File: src/rtl/slave_master_pkg.sv
// rtl/slave_master_pkg.sv - shared constants, SPI mode enum and register-bank contents
package slave_master_pkg;

  localparam int FRAME_BITS = 16;
  localparam int ADDR_BITS  = 8;
  localparam int DATA_BITS  = 8;
  localparam int NUM_SLAVES = 4;
  localparam int REG_DEPTH  = 16;
  localparam int IDX_BITS   = $clog2(REG_DEPTH);
  localparam int CNT_BITS   = 5;

  typedef enum logic [1:0] {
    MODE0 = 2'd0,
    MODE1 = 2'd1,
    MODE2 = 2'd2,
    MODE3 = 2'd3
  } spi_mode_t;

  function automatic logic [DATA_BITS-1:0] reg_init(input logic [3:0]          slave,
                                                    input logic [IDX_BITS-1:0] idx);
    return {slave, idx};
  endfunction

endpackage

File: src/rtl/slave_master_if.sv
// rtl/slave_master_if.sv - shared SPI bus: four active-low selects, mode pins, MOSI/MISO
interface slave_master_if;

  logic ss1;
  logic ss2;
  logic ss3;
  logic ss4;
  logic cpol;
  logic cpoh;
  logic MOSI;
  logic MISO;

  modport slave (
    input  ss1, ss2, ss3, ss4, cpol, cpoh, MOSI,
    output MISO
  );

  modport master (
    output ss1, ss2, ss3, ss4, cpol, cpoh, MOSI,
    input  MISO
  );

endinterface

File: src/rtl/slave_master_spi_slave_core.sv
// rtl/slave_master_spi_slave_core.sv - one SPI slave: bit counter, address shifter, read-only bank
module spi_slave_core
  import slave_master_pkg::*;
#(
  parameter int SLAVE_ID = 1
) (
  input  logic sck,
  input  logic rst,
  input  logic ss_n,
  input  logic cpol,
  input  logic cpoh,
  input  logic mosi,
  output logic miso
);

  localparam logic [CNT_BITS-1:0] ADDR_LAST  = CNT_BITS'(ADDR_BITS - 1);
  localparam logic [CNT_BITS-1:0] FRAME_LAST = CNT_BITS'(FRAME_BITS - 1);
  localparam logic [CNT_BITS-1:0] ADDR_LEN   = CNT_BITS'(ADDR_BITS);

  spi_mode_t mode;
  logic      samp_clk;
  logic      clr;

  logic [CNT_BITS-1:0]  cnt_q,   cnt_d;
  logic [ADDR_BITS-1:0] addr_q,  addr_d;
  logic [DATA_BITS-1:0] shift_q, shift_d;
  logic                 miso_q,  miso_d;

  // Sampling happens on rising samp_clk in every mode; MISO updates on its falling edge.
  assign mode     = spi_mode_t'({cpol, cpoh});
  assign samp_clk = (mode == MODE1 || mode == MODE2) ? ~sck : sck;
  assign clr      = rst | ss_n;

  always_comb begin
    cnt_d   = cnt_q;
    addr_d  = addr_q;
    shift_d = shift_q;
    if (cnt_q < ADDR_LEN) begin
      addr_d = {mosi, addr_q[ADDR_BITS-1:1]};
    end
    if (cnt_q == ADDR_LAST) begin
      shift_d = reg_init(4'(SLAVE_ID), addr_d[IDX_BITS-1:0]);
    end
    cnt_d = (cnt_q >= FRAME_LAST) ? '0 : cnt_q + 1'b1;
  end

  // Counter values 8..15 at a drive edge select data bits 0..7.
  always_comb begin
    miso_d = 1'b0;
    if (cnt_q[4:3] == 2'b01) begin
      miso_d = shift_q[cnt_q[2:0]];
    end
  end

  always_ff @(posedge samp_clk or posedge clr) begin
    if (clr) begin
      cnt_q   <= '0;
      addr_q  <= '0;
      shift_q <= '0;
    end else begin
      cnt_q   <= cnt_d;
      addr_q  <= addr_d;
      shift_q <= shift_d;
    end
  end

  always_ff @(negedge samp_clk or posedge clr) begin
    if (clr) begin
      miso_q <= 1'b0;
    end else begin
      miso_q <= miso_d;
    end
  end

  assign miso = miso_q;

endmodule

File: src/rtl/slave_master.sv
// rtl/slave_master.sv - four-slave SPI cluster; select priority and MISO mux (MISO_TRISTATE_EN)
module slave_master
  import slave_master_pkg::*;
(
  input  logic           sck,
  input  logic           reset,
  slave_master_if.slave  bus
);

  logic [NUM_SLAVES-1:0] ss_n;
  logic [NUM_SLAVES-1:0] miso_s;
  logic                  any_sel;
  logic                  miso_mux;

  assign ss_n = {bus.ss4, bus.ss3, bus.ss2, bus.ss1};

  for (genvar g = 0; g < NUM_SLAVES; g++) begin : g_slave
    spi_slave_core #(
      .SLAVE_ID (g + 1)
    ) u_core (
      .sck  (sck),
      .rst  (reset),
      .ss_n (ss_n[g]),
      .cpol (bus.cpol),
      .cpoh (bus.cpoh),
      .mosi (bus.MOSI),
      .miso (miso_s[g])
    );
  end

  // Walk from the lowest priority upward so ss1 overrides the rest.
  always_comb begin
    miso_mux = 1'b0;
    for (int i = NUM_SLAVES - 1; i >= 0; i--) begin
      if (!ss_n[i]) begin
        miso_mux = miso_s[i];
      end
    end
  end

  assign any_sel = ~&ss_n;

`ifdef MISO_TRISTATE_EN
  assign bus.MISO = any_sel ? miso_mux : 1'bz;
`else
  assign bus.MISO = any_sel ? miso_mux : 1'b0;
`endif

endmodule

File: src/flat_wrapper.sv
// flat-port wrapper written by rule: the top's interface ports become plain ports
module slave_master_flat import slave_master_pkg::*;
  (sck, reset, bus_ss1, bus_ss2, bus_ss3, bus_ss4, bus_cpol, bus_cpoh, bus_MOSI, bus_MISO);
  slave_master_if bus_i ();
  input  logic sck;
  input  logic reset;
  input wire logic [$bits(bus_i.ss1)-1:0] bus_ss1;
  input wire logic [$bits(bus_i.ss2)-1:0] bus_ss2;
  input wire logic [$bits(bus_i.ss3)-1:0] bus_ss3;
  input wire logic [$bits(bus_i.ss4)-1:0] bus_ss4;
  input wire logic [$bits(bus_i.cpol)-1:0] bus_cpol;
  input wire logic [$bits(bus_i.cpoh)-1:0] bus_cpoh;
  input wire logic [$bits(bus_i.MOSI)-1:0] bus_MOSI;
  output wire logic [$bits(bus_i.MISO)-1:0] bus_MISO;
  assign bus_i.ss1 = bus_ss1;
  assign bus_i.ss2 = bus_ss2;
  assign bus_i.ss3 = bus_ss3;
  assign bus_i.ss4 = bus_ss4;
  assign bus_i.cpol = bus_cpol;
  assign bus_i.cpoh = bus_cpoh;
  assign bus_i.MOSI = bus_MOSI;
  assign bus_MISO = bus_i.MISO;
  slave_master u_core (.sck(sck), .reset(reset), .bus(bus_i));
endmodule
File: config.mk
export PLATFORM = sky130hd
export DESIGN_NAME = slave_master_flat
export DESIGN_NICKNAME = d
export VERILOG_FILES = /design/src/rtl/slave_master_pkg.sv /design/src/rtl/slave_master_if.sv /design/src/rtl/slave_master_spi_slave_core.sv /design/src/rtl/slave_master.sv /design/src/flat_wrapper.sv
export SDC_FILE = /design/constraint.sdc
export NUM_CORES = 1
export LEC_CHECK = 0
export ABC_CLOCK_PERIOD_IN_PS = 1700
export CELL_PAD_IN_SITES_DETAIL_PLACEMENT = 0
export CELL_PAD_IN_SITES_GLOBAL_PLACEMENT = 1
export CORE_MARGIN = 10
export CORE_UTILIZATION = 35
export DETAILED_ROUTE_END_ITERATION = 12
export PLACE_DENSITY_LB_ADDON = 0.1
export SLEW_MARGIN = 20
export SYNTH_ARGS = -nofsm -noshare
export SYNTH_HDL_FRONTEND = slang
export SYNTH_HIERARCHICAL = 1
export SYNTH_SLANG_ARGS = --single-unit
File: constraint.sdc
create_clock -name vclk -period 1.7
set_input_delay 0.425 -clock vclk [all_inputs]
set_output_delay 0.425 -clock vclk [all_outputs]
set_load 0.05 [all_outputs]
==> flow_summary.yaml <==
final_layout:
  antenna_cells: 0
  final_cell_count_no_fill: 356
  syn_to_final_growth_pct: 7.75
  multi_input_area_sq_mm: 0.00132
  drive_gt1_share_pct: 29.8
  post-route-util_pct: 39.1
  seq_area_sq_mm: 0.00180
  fillers: 854
  final_net_count: 267
  finalInstanceArea_sq_mm: 0.00344
worst_hold_path:
  hold_class: "input port to output port"
worst_setup_path:
  startpoint: "bus_ss1"
  crit_end: "bus_MISO"
  path_max_fanout: 4
  path_class: "input port to output port"
  required_ns: 1.27
  cp-end-kind: "output port"
  crit_arrival_ns: 1.20
  start_kind: "input port"
timing:
  rsz0062_at_grt: "false"
  period_needed_ns: 1.62
  hold_viol: 0
  fmaxAchievable_ghz: 0.616
  relSlewSlack_pct: 53.4
  holdWs_ns: 1.44
  finalSetupViolCount: 0
  fin_ws_ns: 0.0769
  period_share_pct: 95.5
  slew_viol_final: 0
  tightest_slew_ns: 0.694
  untimed_endpoints: 72
  unclocked_regs: 72
  setup_tns_ns: 0
drt:
  wl_per_cell_um: 13.9
  via_count: 1681
  drc: 0
  drt_iter0_drc: 72
  vias_per_cell: 4.72
  ant_nets: 0
  wl_mm: 4.96
  drtPass1Iterations: 4
yosys:
  avgSynthCellArea_sq_um: 13.5
  yosysUniqueCellTypes: 36
  synth_fp_nets: 253
  syn_inst: 236
  ys_seq_area_share_pct: 56.4
  ys_ff_latch: 72
  ys_async_sr_fraction_pct: 100
  yosysWarningCount: 6
  synth-edff-count: 0
  synth_area_sq_mm: 0.00320
  synth_ff_type: "dfrtp_1"
pwr:
  p_total_uw: 599
  cellLeakagePower_nw: 1.55
  power_density_mw_per_mm2: 174
  max-vdd-ir-drop_mv: 0.118
flow_run:
  maxCapViolCount: 0
place:
  place_ws_ns: -0.287
  placed_area_sq_mm: 0.00345
  hpwl_mm: 3.82
  port_buffers: 10
  gp_congestion: 0.706
  placed_cells: 356
floorplanning:
  core-area_sq_mm: 0.00881
  io_pins: 10
  die_area_sq_mm: 0.0134
  die_h_um: 116
  fp.dieW_um: 116
  start_util_pct: 36.3
  num_rows: 34
global_routing:
  grt_overflow: 0
  grt_pass1_vias: 1796
  grt_pass1_wl_mm: 8.79
  grt_use_total_pct: 7.58
  grt_max_degree: 19
  antenna_found_initial: 0
run_status:
  status: "completed"
clock_tree:
  ctsHoldBuffers: 0
  cts_setup_buffers: 0
[cell usage after synthesis, drive strengths merged, types with 2 or more instances]
| cell | instances | area share [%] |
|---|---|---|
| a31oi | 4 | 0.78 |
| and3 | 12 | 3.1 |
| buf | 4 | 1.4 |
| clkbuf | 2 | 0.23 |
| dfrtn | 4 | 3.1 |
| dfrtp | 68 | 53 |
| ha | 8 | 3.1 |
| inv | 8 | 0.94 |
| mux2 | 44 | 17 |
| mux2i | 4 | 1.3 |
| nand2 | 7 | 0.82 |
| nand4 | 4 | 0.78 |
| nor2 | 33 | 4.8 |
| nor3b | 2 | 0.47 |
| or2 | 4 | 0.78 |
| xnor2 | 12 | 3.3 |
[critical path: stages]
cell	delay (ns)
clkdlybuf4s15_1	0.26
o2111ai_2	0.14
o211a_1	0.20
buf_12	0.16
[flip-flops by register name, indices dropped and copies added (netlist names)]
| register | flops |
|---|---|
| u_core/g_slave.u_core/addr_q | 28 |
| u_core/g_slave.u_core/cnt_q | 20 |
| u_core/g_slave.u_core/shift_q | 20 |
| u_core/g_slave.u_core/miso | 4 |
[what timing repair did]
item / in CTS / in global routing
pin swaps: 2 / 1
gates resized for setup: 9 / 2
endpoints found under the setup margin: 1 / 1
[worst min-delay path by stage]
stage	startpoint	endpoint	slack (ns)	cells after the start
floorplan	bus_ss1	bus_MISO	1.15	2
global placement	bus_ss2	bus_MISO	1.78	5
detailed placement	bus_ss2	bus_MISO	1.77	5
CTS	bus_ss4	bus_MISO	1.50	5
global route	bus_ss3	bus_MISO	1.48	4
finish	bus_ss3	bus_MISO	1.44	4
[area by class of cell]
class | count | share of cell area (%)
Multi-Input combinational cell | 150 | 38.3
Sequential cell | 72 | 52.3
Tap cell | 108 | 3.92
Timing Repair Buffer | 18 | 4.61
Inverter | 8 | 0.872
[layer usage]
metal,GRT usage (%),part of all wire [%],vias to the layer above
met5,0,0,-
met4,0,0,0
met3,0.207,1.0,0
met2,12.3,44,8
met1,11.6,55,831
li1,-,-,842
[cells by family after synthesis]
| kind of cell | after synthesis | share of synthesized area, % |
|---|---|---|
| DFF | 72 | 56.4 |
| buffers and inverters | 14 | 2.58 |
| muxes | 49 | 19.3 |
| adders and majority gates | 8 | 3.13 |
| xor gates and xnor gates | 12 | 3.29 |
| and+or+nand+nor | 66 | 11.8 |
| AOI/OAI and AO/OA | 15 | 3.48 |
[placed cells by master, fill, tap and decap left out, types with 5 or more instances in the layout]
master and n:
dfrtp_1 68, nor2_1 29, mux2_2 28, mux2_4 16, xnor2_1 12, inv_1 8
ha_1 8, buf_4 8, nand2_1 7, clkdlybuf4s50_1 5
[report_power, final]
| part | leakage (nW) | switching [mW] | internal, mW |
|---|---|---|---|
| Sequential | 0.901 | 0.0306 | 0.301 |
| Clock | 0 | 0 | 0 |
| Combinational | 0.652 | 0.148 | 0.119 |
| Total | 1.55 | 0.179 | 0.420 |
Power figures use the tool's default switching activity.
==> RTL change 1 (same settings) <==
The package constant `ADDR_BITS` goes from 8 to 9.
--- a/src/rtl/slave_master_pkg.sv
+++ b/src/rtl/slave_master_pkg.sv
@@ -3,5 +3,5 @@
 
   localparam int FRAME_BITS = 16;
-  localparam int ADDR_BITS  = 8;
+  localparam int ADDR_BITS  = 9;
   localparam int DATA_BITS  = 8;
   localparam int NUM_SLAVES = 4;
Function: not checked (the comparison handles one clock edge and no latches or derived clocks); the edit may change what the design does.
==> RTL change 1 against the original RTL <==
- sequential share of layout area shrank 2.5 points
- sequential power grew 13%
- worst setup slack lost 19 ps
- die area grew 14%
- total power grew 12%
- worst hold slack gained 51 ps
- routed wire length grew 23%
- core utilization shrank 0.35 points
- synthesized area grew 17%
- sequential cell count grew 8
- final area grew 17%
- critical path type unchanged
==> RTL change 1: results (changes against the original RTL) <==
INFO  metric min_path_cells = 3 (-1)
INFO  metric unconstrained_endpoints = 80 (+11%)
INFO  metric p_int = 454.2 uW (+8.0%)
INFO  metric grt_start_max_net_pins = 21 (+2)
INFO  metric num-nets-final = 339 (+27%)
INFO  metric dp_hpwl = 4608 um (+21%)
INFO  metric drt_first_pass_iters = 5 (+1)
INFO  metric final_worst_setup_slack = 58.13 ps (-18.75 ps)
INFO  metric ctsResizeCount = 8 (-1)
INFO  metric track_usage = 8.127% (+0.55 points)
INFO  metric synth_xor_area_share = 2.820% (-0.47 points)
INFO  metric dpl_worst_slack = -361.3 ps (-74.47 ps)
INFO  metric unclocked_pins = 80 (+11%)
INFO  metric routed-wl-met2 = 2748 um (+26%)
INFO  metric synthTopCellsByArea = dfrtp_1, mux2_2, mux2i_1, nor2_1, ha_1
INFO  metric synth_adder_area_share = 4.028% (+0.90 points)
INFO  metric synthMuxAreaShare = 16.88% (-2.4 points)
INFO  metric synth_seq_area_share = 53.71% (-2.7 points)
INFO  metric post_synth_inst_count = 312 (+32%)
INFO  metric min-delay-start = bus_ss1
INFO  metric groute.layer.met2.usage = 13.02% (+0.74 points)
INFO  metric routedWlPerCell = 13.55 um (-2.8%)
INFO  metric drt_iter0_markers = 135 (+88%)
INFO  metric synth_compound_area_share = 6.613% (+3.1 points)
INFO  metric crit_arrival = 1220 ps (+20 ps)
INFO  metric dr_wl_met3 = 62 um (+22%)
INFO  metric outcome = finished clean
INFO  metric crit_path_top_delay_cell = o2111ai_2
INFO  metric synth_top_cells_by_count = dfrtp_1, nor2_1, mux2_2, mux2i_1, a21oi_1
INFO  metric grt_pass1_wl = 10770 um (+23%)
## RTL change 1: cell types whose count changed after synthesis, sizes merged, moves of 5 or more
| cell | unedited run | this run |
|---|---|---|
| inv | 8 | 13 |
| mux2i | 4 | 19 |
| nor2 | 33 | 43 |
| mux2 | 44 | 37 |
| dfrtp | 68 | 76 |
| or3 | 0 | 5 |
| a21oi | 1 | 22 |
## RTL change 1: layout make-up
cell class | instances | area (um^2)
fill | 1051 | 6350
timing repair buffer | 18 | 162.7
inverter | 13 | 48.80
sequential | 80 | 2002
tap | 136 | 170.2
multi-input combinational | 205 | 1637
## RTL change 1: power groups by stage
stage | clock network [uW] | logic, uW | registers, uW
after global placement | 0 | 300 | 376
final | 0 | 293 | 376
after detailed placement | 0 | 302 | 377
after floorplan | 0 | 173 | 366
after CTS | 0 | 304 | 377
after global routing | 0 | 335 | 387
